===== src/rtl/multicycle_controller.sv =====
// Multicycle RV32I control unit: a Moore FSM sequencing fetch, decode, execute, memory and
// writeback over a shared ALU and memory port, with illegal-opcode trap and retire counter.
module multicycle_controller #(
    parameter bit          MEM_HANDSHAKE   = 1'b1,
    parameter bit          TRAP_ON_ILLEGAL = 1'b1,
    parameter int unsigned CNT_W           = 32
) (
    input  logic             clk,
    input  logic             rst,
    input  logic [6:0]       Opcode,
    input  logic [2:0]       funct3,
    input  logic             funct7_5,
    input  logic             Zero,
    input  logic             mem_ready,
    output logic             PCWrite,
    output logic             IRWrite,
    output logic             RegWrite,
    output logic             MemWrite,
    output logic             MemRead,
    output logic             AdrSrc,
    output logic [1:0]       AluSrcA,
    output logic [1:0]       AluSrcB,
    output logic [1:0]       ResultSrc,
    output logic [2:0]       ImmSrc,
    output logic [3:0]       Alu_Control,
    output logic [3:0]       state,
    output logic             illegal,
    output logic [CNT_W-1:0] instret
);
    typedef enum logic [3:0] {
        StFetch    = 4'd0,  StDecode  = 4'd1,  StMemAdr  = 4'd2,  StMemRead = 4'd3,
        StMemWb    = 4'd4,  StMemWrite = 4'd5, StExecR   = 4'd6,  StExecI   = 4'd7,
        StAluWb    = 4'd8,  StBranch  = 4'd9,  StJal     = 4'd10, StJalrAdr = 4'd11,
        StUpper    = 4'd12, StTrap    = 4'd13
    } state_t;

    localparam logic [3:0] AluAdd  = 4'b0000;
    localparam logic [3:0] AluSub  = 4'b0001;
    localparam logic [3:0] AluSlt  = 4'b0100;
    localparam logic [3:0] AluSltu = 4'b0110;

    state_t     state_q, state_d, dec_state;
    logic       dec_legal, retire, set_illegal, mem_done, br_taken;
    logic [3:0] alu_exec, alu_br;

    assign mem_done = mem_ready || !MEM_HANDSHAKE;
    assign state    = state_q;

    always_comb begin
        dec_legal = 1'b1;
        dec_state = StFetch;
        case (Opcode)
            7'b0000011, 7'b0100011: dec_state = StMemAdr;
            7'b0110011:             dec_state = StExecR;
            7'b0010011:             dec_state = StExecI;
            7'b1100011:             dec_state = StBranch;
            7'b1101111:             dec_state = StJal;
            7'b1100111:             dec_state = StJalrAdr;
            7'b0110111, 7'b0010111: dec_state = StUpper;
            default: begin
                dec_legal = 1'b0;
                dec_state = TRAP_ON_ILLEGAL ? StTrap : StFetch;
            end
        endcase
    end

    // SUB only for R-type add/sub; SRA vs SRL for either form.
    always_comb begin
        alu_exec = {funct3, 1'b0};
        if (funct3 == 3'b101) begin
            alu_exec[0] = funct7_5;
        end else if (funct3 == 3'b000) begin
            alu_exec[0] = funct7_5 & Opcode[5];
        end
    end

    // funct3[0] inverts the sense of the Zero test within each comparison class.
    always_comb begin
        alu_br   = AluAdd;
        br_taken = 1'b0;
        case (funct3[2:1])
            2'b00: begin alu_br = AluSub;  br_taken = Zero ^ funct3[0];  end
            2'b10: begin alu_br = AluSlt;  br_taken = Zero ~^ funct3[0]; end
            2'b11: begin alu_br = AluSltu; br_taken = Zero ~^ funct3[0]; end
            default: ;
        endcase
    end

    always_comb begin
        state_d     = state_q;
        retire      = 1'b0;
        set_illegal = 1'b0;
        PCWrite     = 1'b0;
        IRWrite     = 1'b0;
        RegWrite    = 1'b0;
        MemWrite    = 1'b0;
        MemRead     = 1'b0;
        AdrSrc      = 1'b0;
        AluSrcA     = 2'b00;
        AluSrcB     = 2'b00;
        ResultSrc   = 2'b00;
        ImmSrc      = 3'b000;
        Alu_Control = AluAdd;
        unique case (state_q)
            StFetch: begin
                MemRead   = 1'b1;
                AluSrcB   = 2'b10;
                ResultSrc = 2'b10;
                if (mem_done) begin
                    IRWrite = 1'b1;
                    PCWrite = 1'b1;
                    state_d = StDecode;
                end
            end
            StDecode: begin
                AluSrcA     = 2'b01;
                AluSrcB     = 2'b01;
                ImmSrc      = 3'b010;
                state_d     = dec_state;
                retire      = !dec_legal && !TRAP_ON_ILLEGAL;
                set_illegal = !dec_legal && TRAP_ON_ILLEGAL;
            end
            StMemAdr: begin
                AluSrcA = 2'b10;
                AluSrcB = 2'b01;
                ImmSrc  = Opcode[5] ? 3'b001 : 3'b000;
                state_d = Opcode[5] ? StMemWrite : StMemRead;
            end
            StMemRead: begin
                MemRead = 1'b1;
                AdrSrc  = 1'b1;
                if (mem_done) state_d = StMemWb;
            end
            StMemWb: begin
                ResultSrc = 2'b01;
                RegWrite  = 1'b1;
                state_d   = StFetch;
                retire    = 1'b1;
            end
            StMemWrite: begin
                MemWrite = 1'b1;
                AdrSrc   = 1'b1;
                if (mem_done) begin
                    state_d = StFetch;
                    retire  = 1'b1;
                end
            end
            StExecR, StExecI: begin
                AluSrcA     = 2'b10;
                AluSrcB     = (state_q == StExecI) ? 2'b01 : 2'b00;
                Alu_Control = alu_exec;
                state_d     = StAluWb;
            end
            StAluWb: begin
                RegWrite = 1'b1;
                state_d  = StFetch;
                retire   = 1'b1;
            end
            StBranch: begin
                AluSrcA     = 2'b10;
                Alu_Control = alu_br;
                PCWrite     = br_taken;
                state_d     = StFetch;
                retire      = 1'b1;
            end
            StJal: begin
                PCWrite = 1'b1;
                AluSrcA = 2'b01;
                AluSrcB = 2'b10;
                state_d = StAluWb;
            end
            StJalrAdr: begin
                AluSrcA = 2'b10;
                AluSrcB = 2'b01;
                state_d = StJal;
            end
            StUpper: begin
                ImmSrc  = 3'b100;
                AluSrcB = 2'b01;
                AluSrcA = Opcode[5] ? 2'b11 : 2'b01;
                state_d = StAluWb;
            end
            StTrap: ;
            default: state_d = StFetch;
        endcase
    end

    always_ff @(posedge clk) begin
        if (rst) begin
            state_q <= StFetch;
            instret <= '0;
            illegal <= 1'b0;
        end else begin
            state_q <= state_d;
            if (retire) instret <= instret + CNT_W'(1);
            if (set_illegal) illegal <= 1'b1;
        end
    end
endmodule


===== config.mk =====
export PLATFORM = sky130hd
export DESIGN_NAME = multicycle_controller
export DESIGN_NICKNAME = d
export VERILOG_FILES = /design/src/rtl/multicycle_controller.sv
export SDC_FILE = /design/constraint.sdc
export NUM_CORES = 1
export LEC_CHECK = 0
export ABC_AREA = 0
export CAP_MARGIN = 20
export CORE_MARGIN = 4
export CORE_UTILIZATION = 50
export DETAILED_ROUTE_END_ITERATION = 10
export PLACE_DENSITY_LB_ADDON = 0.08
export SYNTH_ARGS = -nofsm -noshare
export SYNTH_HDL_FRONTEND = slang
export SYNTH_SLANG_ARGS = --single-unit

===== constraint.sdc =====
create_clock -name clk -period 3.38 [get_ports clk]
set_clock_uncertainty 0.1 [all_clocks]
set_input_delay 0.338 -clock clk [delete_from_list [all_inputs] [get_ports clk]]
set_output_delay 0.338 -clock clk [all_outputs]
set_load 0.01 [all_outputs]

## After elaboration in Yosys (flattened, before gate mapping)

Index checks and enable logic that the tools add are counted.
Widths: inputs -> output; s select.

- Register bits after elaboration: 37
- Output and inout port bits: 56
- Word-level logic and storage cells: 83

- Add/subtract/negate cells: 1
- Equality and inequality tests: 28
- Muxes and demuxes: 28
- Bitwise logic cells: 4
- Reduce and logical (&&, ||, !) cells: 19

Operator list:

| cell | number |
|---|---|
| $add 32x1->32 const B | 1 |
| $pmux 4 s8 | 1 |
| $pmux 4 s7 | 1 |
| $eq 4x4->1 const B | 6 |
| $eq 7x6->1 const B | 3 |
| $eq 7x7->1 const B | 3 |
| $pmux 3 s3 | 2 |
| $reduce_or 2->1 | 9 |
| $eq 4x3->1 const B | 4 |
| $eq 7x5->1 const B | 2 |
| $mux 1 | 12 |
| $mux 4 | 3 |
| $pmux 2 s3 | 2 |
| $reduce_or 9->1 | 1 |
| $eq 4x2->1 const B | 2 |
| $pmux 4 s2 | 1 |
| $reduce_or 4->1 | 2 |
| $eq 7x2->1 const B | 1 |
| $ne 2x2->1 const B | 3 |
| $reduce_or 5->1 | 1 |
| $eq 2x2->1 const B | 2 |
| $eq 4x1->1 const B | 1 |
| $logic_not 4->1 | 1 |
| $pmux 1 s2 | 2 |
| 14 further kinds | 14 |

## Logic depth before layout (Yosys ltp)

- Word-level depth: 5
- Gate-level depth with buffers: 7
- Gate-level depth less buffers: 6

## Worst setup path after synthesis

No wires, ideal clock.

- Path type: reg2out
- Start: reg state_q[1] (netlist: state[1])
- End: out AluSrcB[1]
- Data arrival time: 1.686 ns
- Path slack: 1.256 ns
- Stages on the path, launching flop included: 6
- Buffers on the path: 3
- Cells stage by stage: dfxtp_1 -> clkbuf_1 -> clkbuf_1 -> clkbuf_1 -> nor2_1 -> nor4_1

- Word-level cells in the longest chain between the ends: 3
- Elaborated cells between the ends (all ways): 12
- Those cells by class: 7 x eq/ne; 1 x mux; 4 x reduce/logical

RTL lines:

| item | line | text |
|---|---|---|
| start, declared | 42 | `state_t state_q, state_d, dec_state;` |
| start signal, assigned | 190 | `state_q <= StFetch;` |
| start signal, assigned | 194 | `state_q <= state_d;` |
| $eq 4x1->1 (tied with other cells) | 104 | `unique case (state_q)` |
| $reduce_or 4->1 (no source line) (tied with other cells) | -- |  |
| $pmux 2 s3 (*) | 104 |  |
| end, declared | 22 | `output logic [1:0] AluSrcB,` |

Mark *: on every way between the ends. The rest lies on a longest branch, timed or not.

## Final worst setup path

- Start: reg state_q[3] (netlist: state[3])
- End: out Alu_Control[0]

- Word-level cells in the longest chain between the ends: 3
- Elaborated cells between the ends (all ways): 5
- Those cells by class: 3 x eq/ne; 1 x mux; 1 x reduce/logical

RTL lines:

| item | line | text |
|---|---|---|
| $eq 4x3->1 | 104 |  |
| $reduce_or 2->1 | 104 |  |
| $pmux 4 s2 (*) | 104 |  |
| end, declared | 25 | `output logic [3:0] Alu_Control,` |

Marks and branches as above.

==> impl_metrics.toml <==
[outcome]
outcome = "finished, final reports clean"

[clock_tree]
clock_path_buffers = 2
root_buffer = "clkbuf_8"
cts_buffers = 5
path_clk_slew_ps = 80
holdBufCountCts = 0
htreeDepth = 2
clock_latency_ps = 290
cts_tree = "yes"
postCtsSetupBuffers = 0
cts_resized = 0
clock-sinks = 37

[timing]
tns_ps = 0
rsz0062_at_grt = "no"
tightest_slew_ps = 723
hold_slack_ps = 346
finalSetupViolations = 0
relSlewSlack_pct = 51.7
fin_crit_ps = 2700
hold_viol = 0
fmax_mhz = 370
final.period_utilization_pct = 79.9
slew_viol_final = 0

[die]
die_h_um = 75.2
fp.dieArea_um2 = 5650
fp.coreArea_um2 = 4350
fp.dieW_um = 75.2
ios = 71
start_util_pct = 51.8
row_count = 24

[placement]
portBuffers = 70
routabilityCongestion = 0.855
place_hpwl_mm = 4.31

[synth]
synth-seq-cells = 37
synth_area_per_cell_um2 = 7.77
muxShareOfSynthArea_pct = 1.44
syn_inst = 290
synth_top_area_share_pct = 32.9
synthSimpleGateAreaFrac_pct = 36.5
synth_top_family_by_area = "simple AND/OR/NAND/NOR gates"
synthAdderAreaFrac_pct = 0.555
synth-seq-area-share_pct = 32.9
ys.flop_type = "dfxtp_1"
synth_compound_area_share_pct = 20.7
synth.top_cells.by_area = "dfxtp_1 (33%), nor2_1 (5.5%), a21oi_1 (5.3%)"
ys_warn_count = 0
yosys.area.top_type = "dfxtp_1"
async_reset_ff_share_pct = 0
synth_edf_count = 0
synth_xor_area_share_pct = 4.66
synthDistinctLibCells = 55
synth_nets = 306
synthesis.area_um2 = 2250

[power]
power_density_nw_per_um2 = 444
p_leak_nw = 1.02
vdd_drop_max_uv = 274
power_mw = 1.37

[global_routing]
grt_pass1_wl_mm = 9.59
grt_start_max_net_pins = 35
grt_overflow = 0
grt_use_total_pct = 21.4
antenna_found_initial = 0
grt_pass1_vias = 2112

[hold_path]
min-delay-start = "illegal$_SDFFE_PP0P_"
min_path_type = "flip-flop to flip-flop"
min_path_cells = 2
min_to = "illegal$_SDFFE_PP0P_"

[run]
drv_cap = 0

[routing]
ant_nets = 0
wirelength_mm = 5.97
viasPerCell = 5.98
wire_per_inst_um = 14.6
route.detailed.drc = 0
vias = 2445
drt_first_pass_iters = 4
detailedRoute.firstIterationViolations = 176

[final_layout]
area_growth_pct = 37.1
antennaDiodeCount = 0
layout_common_cells = "clkdlybuf4s50_1 (70), dfxtp_1 (37), nor2_1 (33)"
fin_nets = 372
layout.cells.most_common = "clkdlybuf4s50_1"
layout-drive-gt1-share_pct = 7.84

[worst_setup_path]
critPathMaxStageDelay_ps = 550
critPathSlowestCell = "clkdlybuf4s50_1"
cp-start-kind = "flip-flop"
path_max_fanout = 15
required_ps = 2940
rr_endpoint = "instret[26]$_SDFFE_PP0P_"
cp_cell_sequence = "nor2b_1 -> and2_1 -> nand3b_1 -> o32ai_1 -> o2bb2ai_1 -> clkdlybuf4s50_1"
worstSetupPathType = "flip-flop to primary output"
worstReg2RegStart = "state[2]$_SDFFE_PP0P_"
cp.arrival_ps = 2260
cp-end-kind = "primary output"
r2r_cells = 5
rrSetupSlack_ps = 940
[flip-flops by register name, indices dropped and copies added (netlist names)]
| name | count |
|---|---|
| state | 4 |
| instret | 32 |
| illegal | 1 |
[final cells by class]
type	count	area, µm²
fill	376	1260
clock buffer	6	82.6
multi-input combinational	233	1440
timing repair buffer	74	731
inverter	5	18.8
tap	52	65.1
sequential	37	741
clock inverter	2	13.8
[per-layer routing]
metal  global-route usage [%]  wire length (µm)  share of wire, %
met1                     29.0              2660                45
met2                     33.0              2790                47
met3                     6.41               470               7.9
met4                     6.21                54              0.90
met5                        0                 0                 0
[worst max-delay path by stage]
stage / startpoint / endpoint / slack (ps) / cells past startpoint
2_1_floorplan: state[1]$_SDFFE_PP0P_ / AluSrcB[1] / 1260 / 5
3_3_place_gp: funct3[0] / PCWrite / 890 / 7
3_5_place_dp: funct3[0] / PCWrite / 810 / 7
4_1_cts: state[3]$_SDFFE_PP0P_ / Alu_Control[0] / 690 / 6
5_1_grt: state[3]$_SDFFE_PP0P_ / Alu_Control[0] / 560 / 6
6_report: state[3]$_SDFFE_PP0P_ / Alu_Control[0] / 680 / 6
[critical path: cells and delay by family (launching register included)]
family | cells | cell delay (ps)
flops | 1 | 450
buf+inv | 1 | 550
simple gates | 3 | 700
compound gates | 2 | 280
[logic make-up (layout without fill, tap and decap cells)]
kind of cell,count (synthesis),after routing
fa+ha+maj,1,1
mux,3,3
flops,37,37
simple gates,144,144
xor+xnor,12,12
buf+inv,20,87
compound gates,73,73
[power breakdown]
part           total (mW)  leakage (nW)  internal, mW  switching (mW)
Sequential          0.509         0.299         0.459          0.0500
Combinational       0.535         0.669         0.270           0.265
Clock               0.327        0.0512         0.165           0.162
Total                1.37          1.02         0.895           0.477
[synthesized netlist by cell type, types with 6 or more instances]
library cell and instances:
o21ai_0 17, nor2_1 33, nand4_1 8, nor3_1 9, xnor2_1 11, or3_1 13, dfxtp_1 37, clkbuf_1 14
nand3_1 11, nor4_1 6, a21oi_1 24, nand2_1 17, nor2b_1 11
[per-stage QoR]
stage,setup slack (ps),utilization (%),std cells,area [µm²]
finish,678,71.0,409,3090
global route,559,71.0,409,3090
CTS,690,71.0,409,3090
detailed placement,807,68.8,401,2990
global placement,886,68.8,401,2990
floorplan,1260,-,290,2250
No activity file was read; power rests on OpenSTA's default activity.
